<file path="config.mk">
export PLATFORM = sky130hd
export DESIGN_NAME = rsa_crypt
export DESIGN_NICKNAME = d
export VERILOG_FILES = /design/src/rtl/rsa_crypt.sv
export SDC_FILE = /design/constraint.sdc
export NUM_CORES = 1
export LEC_CHECK = 0
export CAP_MARGIN = 0
export CORE_ASPECT_RATIO = 1.5
export CORE_UTILIZATION = 64
export DETAILED_ROUTE_END_ITERATION = 12
export GPL_TIMING_DRIVEN = 0
export PLACE_DENSITY = 0.91
export SYNTH_ARGS = -nofsm -noshare
export SYNTH_HDL_FRONTEND = slang
export SYNTH_SLANG_ARGS = --single-unit
</file>
<file path="constraint.sdc">
create_clock -name clk -period 10.9 [get_ports clk]
set_input_delay 3.27 -clock clk [delete_from_list [all_inputs] [get_ports clk]]
set_output_delay 3.27 -clock clk [all_outputs]
set_load 0.03 [all_outputs]
</file>
<file path="src/rtl/rsa_crypt.sv">
// Modular exponentiation base^exponent mod n using left-to-right square-and-multiply.
// Each modular multiply is an interleaved shift-add, one exponent-independent step per cycle.
module rsa_crypt #(
    parameter int WIDTH = 16
) (
    input  logic             clk,
    input  logic             rst_n,
    input  logic             start,
    input  logic [WIDTH-1:0] base,
    input  logic [WIDTH-1:0] exponent,
    input  logic [WIDTH-1:0] n,
    output logic [WIDTH-1:0] result,
    output logic             busy,
    output logic             finish
);

    localparam int IW = (WIDTH > 1) ? $clog2(WIDTH) : 1;
    localparam logic [IW-1:0] LAST = IW'(WIDTH - 1);

    typedef enum logic [1:0] {IDLE, SQR, MUL, DONE} state_t;

    state_t           state;
    logic [WIDTH-1:0] base_q, exp_q, n_q, r;
    logic [WIDTH:0]   acc;
    logic [IW-1:0]    idx, cnt;

    logic [WIDTH-1:0] mul_a;
    logic             mul_bit;
    logic [WIDTH:0]   n_ext, dbl, red1, sum, acc_next;

    // The multiplier operand scanned bit by bit is r in both phases:
    // SQR forms r*r, MUL forms base*r.
    // NOTE: every always_comb output gets a value on every path, so no latch is inferred.
    always_comb begin
        mul_a    = (state == MUL) ? base_q : r;
        mul_bit  = r[cnt];
        n_ext    = {1'b0, n_q};
        dbl      = {acc[WIDTH-1:0], 1'b0};
        red1     = (dbl >= n_ext) ? dbl - n_ext : dbl;
        sum      = mul_bit ? red1 + {1'b0, mul_a} : red1;
        acc_next = (sum >= n_ext) ? sum - n_ext : sum;
    end

    // NOTE: sequential state uses non-blocking assignments so all registers update together.
    always_ff @(posedge clk or negedge rst_n) begin
        if (!rst_n) begin
            state  <= IDLE;
            base_q <= '0;
            exp_q  <= '0;
            n_q    <= '0;
            r      <= '0;
            acc    <= '0;
            idx    <= '0;
            cnt    <= '0;
            result <= '0;
            busy   <= 1'b0;
            finish <= 1'b0;
        end else begin
            case (state)
                IDLE: begin
                    if (start) begin
                        base_q <= base;
                        exp_q  <= exponent;
                        n_q    <= n;
                        r      <= WIDTH'(1);
                        acc    <= '0;
                        idx    <= LAST;
                        cnt    <= LAST;
                        busy   <= 1'b1;
                        if (n < WIDTH'(2)) begin
                            result <= '0;
                            finish <= 1'b1;
                            state  <= DONE;
                        end else begin
                            state <= SQR;
                        end
                    end
                end
                SQR, MUL: begin
                    acc <= acc_next;
                    cnt <= cnt - 1'b1;
                    if (cnt == '0) begin
                        acc <= '0;
                        cnt <= LAST;
                        r   <= acc_next[WIDTH-1:0];
                        if (state == SQR && exp_q[idx]) begin
                            state <= MUL;
                        end else if (idx == '0) begin
                            result <= acc_next[WIDTH-1:0];
                            finish <= 1'b1;
                            state  <= DONE;
                        end else begin
                            idx   <= idx - 1'b1;
                            state <= SQR;
                        end
                    end
                end
                DONE: begin
                    finish <= 1'b0;
                    busy   <= 1'b0;
                    state  <= IDLE;
                end
                default: state <= IDLE;
            endcase
        end
    end

endmodule

</file>
== Yosys cells after proc, flatten, opt, wreduce, memory -nomap -nowiden ==
Index checks and enable logic that the tools add are counted.

* Multipliers: 0
* Reductions and logical operators: 15
* Mux-type cells: 41
* Eq/ne operators: 9
* Bitwise logic cells: 0
* $lt $le $gt $ge: 5
* Div/mod/pow operators: 0
* Add/subtract/negate cells: 5
* Shifts and indexed selects: 0

{| class="wikitable"
|+ Operator list
! kind !! number
|-
| 16-bit two-way mux || 11
|-
| 16-bit case mux with 2 select lines || 3
|-
| 17-bit by 16-bit >= comparator with 1-bit output || 2
|-
| 17-bit two-way mux || 2
|-
| 4-bit two-way mux || 5
|-
| 17-bit by 16-bit adder with 17-bit output || 1
|-
| 17-bit by 16-bit subtractor with 17-bit output || 1
|-
| 16-bit by 2-bit less-than comparator with 1-bit output, second input constant || 1
|-
| 4-bit case mux with 2 select lines || 2
|-
| 16-bit subtractor || 1
|-
| 2-bit inequality test, second input constant || 6
|-
| 4-bit by 5-bit less-than comparator with 1-bit output, second input constant || 2
|-
| 2-bit two-way mux || 5
|-
| 5-bit AND reduction || 2
|-
| 1-bit binary-select mux with 4-bit select || 2
|-
| 4-bit zero test || 2
|-
| 1-bit two-way mux || 8
|-
| 2-bit AND reduction || 4
|-
| 4-bit by 1-bit subtractor with 4-bit output, second input constant || 2
|-
| 2-bit case mux with 3 select lines || 1
|-
| 6-bit AND reduction || 1
|-
| 2-bit equality test, second input constant || 2
|-
| 2-bit nonzero test || 2
|-
| 1-bit case mux with 3 select lines || 1
|-
| 6 further kinds || 6
|}

* Latch bits: 0
* Bits in registers: 108
* Output and inout bits: 18
* Memories: 0
* Bits in writable memories: 0
* ROM bits: 0

== Logic depth before layout (Yosys ltp) ==
* Depth in word-level cells: 10
* Gate-level depth with buffers: 31
* Mapped depth without buffers: 26

== Worst setup path before layout ==
Ideal clock, no wire load.

* Kind: register -> register
* Start point: register n_q[14]
* End point: register r[1]
* Setup slack: 4.810 ns
* Data required time: 10.778 ns
* Stages on the path, launching flop included: 27
* Data arrival time: 5.968 ns
* Setup time: 0.122 ns
* Cell sequence: dfrtp_1 -> inv_1 -> ha_1 -> a21o_1 -> a211o_1 -> or2_2 -> clkbuf_1 -> nor2_1 -> nor2_1 -> ha_1 -> fa_1 -> a211oi_1 -> o21ai_0 -> a211o_1 -> a31oi_1 -> a41oi_1 -> and2_0 -> inv_1 -> ha_1 -> a21o_1 -> a31o_2 -> a21oi_1 -> a21oi_1 -> o21ai_0 -> o211ai_4 -> or3_1 -> a32o_1

* Longest elaborated chain between the ends: 8

{| class="wikitable"
|+ Ends and longest elaborated chain
! element !! RTL line !! RTL
|-
| start, declared || 23 || <nowiki>logic [WIDTH-1:0] base_q, exp_q, n_q, r;</nowiki>
|-
| start signal, assigned || 64 || <nowiki>n_q <= n;</nowiki>
|-
| 17-bit by 16-bit subtractor with 17-bit output or 17-bit by 16-bit >= comparator with 1-bit output (tied branches) || 39 || <nowiki>red1 = (dbl >= n_ext) ? dbl - n_ext : dbl;</nowiki>
|-
| 17-bit two-way mux || 39 ||
|-
| 17-bit by 16-bit adder with 17-bit output || 40 || <nowiki>sum = mul_bit ? red1 + {1'b0, mul_a} : red1;</nowiki>
|-
| 17-bit two-way mux || 40 ||
|-
| 17-bit by 16-bit >= comparator with 1-bit output or 16-bit subtractor (tied branches) || 41 || <nowiki>acc_next = (sum >= n_ext) ? sum - n_ext : sum;</nowiki>
|-
| 16-bit two-way mux (*) || 41 ||
|-
| 16-bit two-way mux (*) || 82 || <nowiki>if (cnt == '0) begin</nowiki>
|-
| 16-bit case mux with 2 select lines (*) || 59 || <nowiki>case (state)</nowiki>
|-
| end signal, assigned || 85 || <nowiki>r <= acc_next[WIDTH-1:0];</nowiki>
|-
| end, declared || 23 ||
|}

Every way passes the cells marked *; elsewhere a longest branch is shown, timed or not. The select of a mux whose other input is x is not followed.
A chain may end at the register's enable or synchronous reset.

== Worst setup path after layout ==
* Start point: register n_q[8]
* End point: register result[9]

* Longest elaborated chain between the ends: 10

{| class="wikitable"
|+ Ends and longest elaborated chain
! element !! RTL line !! RTL
|-
| 17-bit by 16-bit subtractor with 17-bit output or 17-bit by 16-bit >= comparator with 1-bit output (tied branches) || 39 ||
|-
| 17-bit two-way mux || 39 ||
|-
| 17-bit by 16-bit adder with 17-bit output || 40 ||
|-
| 17-bit two-way mux || 40 ||
|-
| 16-bit subtractor or 17-bit by 16-bit >= comparator with 1-bit output (tied branches) || 41 ||
|-
| 16-bit two-way mux (*) || 41 ||
|-
| 16-bit two-way mux (*) || 88 || <nowiki>end else if (idx == '0) begin</nowiki>
|-
| 16-bit two-way mux (*) || 86 || <nowiki>if (state == SQR && exp_q[idx]) begin</nowiki>
|-
| 16-bit two-way mux (*) || 82 ||
|-
| 16-bit case mux with 2 select lines (*) || 59 ||
|-
| end signal, assigned || 89 || <nowiki>result <= acc_next[WIDTH-1:0];</nowiki>
|-
| end, declared || 12 || <nowiki>output logic [WIDTH-1:0] result,</nowiki>
|}

Marked as above.

==> summary.md <==
| Metric | Value |
|---|---|
| Final net count | `1093` |
| Initial DRC Count | `556` |
| Input/output buffers | `68` |
| Area of the die | `13500 um2` |
| Clock sink count | `108` |
| Clk slew on worst S/H paths | `0.08 ns` |
| Hold_buf cts | `0` |
| Slowest cell on the critical path | `nor3_1` |
| WL met1 | `10200 um` |
| Worst rel slew slack | `13.9%` |
| Drt wl/cell | `25.0 um` |
| Yosys reg bits | `108` |
| Status | `finished clean` |
| # resized after CTS | `0` |
| Met3 WL | `2490 um` |
| Antenna Cells | `0` |
| GRT Total Usage | `44.2%` |
| DRC viols | `0` |
| Seq/Total Area, Yosys | `32.4%` |
| Fin. max-slew vios | `0` |
| Sequential cell area | `2700 um2` |
| Share of post-route cells with drive strength above 1 | `13.3%` |
| Minimum clock period | `8.24 ns` |
| CTS tree | `done` |
| Gpl congestion | `1.01` |
| Synthesis-to-layout area growth | `14.6%` |
| Post-Synthesis Net Count | `1011` |
| Mapped Cells | `903` |
| Max Clk Rate | `121 MHz` |
| Ys Warns | `0` |
| HP Class | `flip-flop to flip-flop` |
| Largest net degree at the start of global routing | `56` |
| Antenna viol nets, final | `0` |
| Number of vias per cell | `7.01` |
| Final Hold Fails | `0` |
| Setup crit start kind | `flip-flop` |
| Setup tns final | `0 ns` |
| First-pass GRT wire length | `43400 um` |
| # Post-CTS Setup Buffers | `0` |
| MaxCap Viol Count | `0` |
| Least-Margin Pin Slew | `1.27 ns` |
| I/O Pins | `69` |
| Fraction of registers with async set or reset after synthesis | `100%` |
| Area of the core | `12600 um2` |
| Worst skew pair latency | `0.36 ns` |
| Average cell area after synthesis | `9.24 um2` |
| H-tree level count | `3` |
| Initial Util | `66.3%` |
| Num CTS Buffers | `9` |
| Final period utilization | `75.6%` |
| Initial DRT Pass Iterations | `5` |
| CP max stage delay | `0.75 ns` |
| Initial antenna violation count | `0` |
| Dpl hpwl | `21900 um` |
| Fillcell total | `891` |
| Wire length on met2 | `13600 um` |
| Vias in the first global route | `7965` |
| Max layer used | `met4` |
| Setup CP Type | `flip-flop to flip-flop` |
| Die W | `95.2 um` |
| Row count | `50` |
| Top_reg_cell synth | `dfrtp_1` |
| Final setup viols | `0` |
| CTS max path bufs | `2` |
| Footprint of the multi-input gates | `5280 um2` |
| Die Y | `142 um` |
| Distinct cell type count after synthesis | `79` |
| Clock Skew | `0.0152 ns` |
| CP endpoint kind | `flip-flop` |
| Gr ovfl total | `0` |
| Max FO, Critical Path | `10` |
| Vias | `8021` |
| Post-Synthesis Cell Area | `8340 um2` |
| RSZ-0062 raised after global routing | `false` |
| Post-synth EDFFs | `0` |
| Worst EP required | `11.11 ns` |
| Crit path DAT | `8.45 ns` |
| Clock Tree Root | `clkbuf_16` |
| Post-Route WL | `28700 um` |
## layer usage
layer	global-route usage [%]	vias up
met4	32.1	0
li1	-	3587
met2	70.9	457
met5	0	-
met1	50.1	3825
met3	11.4	152
## cells in the mapped netlist (11+ instances only)
library cell	count	area, um2
dfrtp_1	108	2700
nand2_1	102	383
mux2_2	66	743
ha_1	54	676
a21oi_1	49	245
nor2_1	45	169
inv_1	38	143
o21ai_0	38	190
nand4_1	29	181
o211ai_1	27	203
nand3_1	23	115
xnor2_1	22	193
nor3_1	21	105
o31ai_1	20	150
clkbuf_1	19	71.3
a21o_1	18	135
a211oi_1	12	90.1
o21a_1	12	90.1
buf_2	11	55.1
## worst paths after layout
kind                                            from               endpoint  slack, ns  depth (start not counted)
worst max-delay path              n_q[8]$_DFFE_PN0P_  result[9]$_DFFE_PN0P_       2.66                         28
worst min-delay path            exp_q[7]$_DFFE_PN0P_   exp_q[7]$_DFFE_PN0P_       0.50                          1
worst max register to register    n_q[8]$_DFFE_PN0P_  result[9]$_DFFE_PN0P_       2.66                         28
worst min register to register  exp_q[7]$_DFFE_PN0P_   exp_q[7]$_DFFE_PN0P_       0.50                          1
max in group asynchronous                      rst_n     n_q[8]$_DFFE_PN0P_       7.20                          2
min in group asynchronous                      rst_n       busy$_DFFE_PN0P_       2.95                          1
## stage by stage
step | instance area, um2 | cells | worst slack [ns] | hold WS, ns | utilization (%)
after detailed placement | 9250 | 1129 | 3.21 | 0.475 | 73.5
after CTS | 9560 | 1144 | 3.15 | 0.499 | 76.0
after floorplan | 8340 | 903 | 4.81 | 0.461 | -
after global routing | 9560 | 1145 | 2.34 | 0.521 | 76.0
after global placement | 9220 | 1127 | 2.54 | 0.471 | 73.3
final | 9560 | 1145 | 2.66 | 0.503 | 76.0
## sequential cells by signal, summed over array words and instances (netlist names)
register and count:
base_q 16, r 16, state 2, n_q 16, finish 1, acc 16, idx 4, busy 1
cnt 4, exp_q 16, result 16
## layout by cell type (no fill, tap or decap), types with 12 or more instances in the layout
cell type        Yosys  layout
dfrtp_1            108     108
nand2_1            102     102
clkdlybuf4s50_1      0      67
mux2_2              66      66
ha_1                54      54
a21oi_1             49      49
nor2_1              45      45
inv_1               38      38
o21ai_0             38      38
nand4_1             29      29
o211ai_1            27      27
nand3_1             23      23
xnor2_1             22      22
nor3_1              21      21
o31ai_1             20      20
clkbuf_1            19      19
a21o_1              18      18
buf_2               11      12
o21a_1              12      12
a211oi_1            12      12
## cell families after synthesis
| kind of cell | share of synthesized area [%] |
|---|---|
| simple gates | 17.1 |
| buf+inv | 4.31 |
| xor+xnor | 2.42 |
| mux | 12.2 |
| compound gates | 22.8 |
| fa+ha+maj | 8.82 |
| flops | 32.4 |
## final cells by class
class | count | share of cell area (%)
Timing Repair Buffer | 71 | 7.49
Clock buffer | 9 | 2.36
Buffer | 42 | 2.26
Clock inverter | 6 | 0.877
Inverter | 38 | 1.49
Multi-Input combinational cell | 715 | 55.2
Tap cell | 156 | 2.04
Sequential cell | 108 | 28.3
## critical path: cells and delay by family (launching register included)
family,cells,cell delay (ns)
AO/OA/AOI/OAI,16,3.83
adder cells (fa/ha/maj),4,1.27
buffers and inverters,4,0.69
flip-flops,1,0.38
AND/OR/NAND/NOR,4,1.91
Power is left out: the tool's default activity adds up to more than one toggle a clock period on the data nets, which glitch-free logic cannot reach.
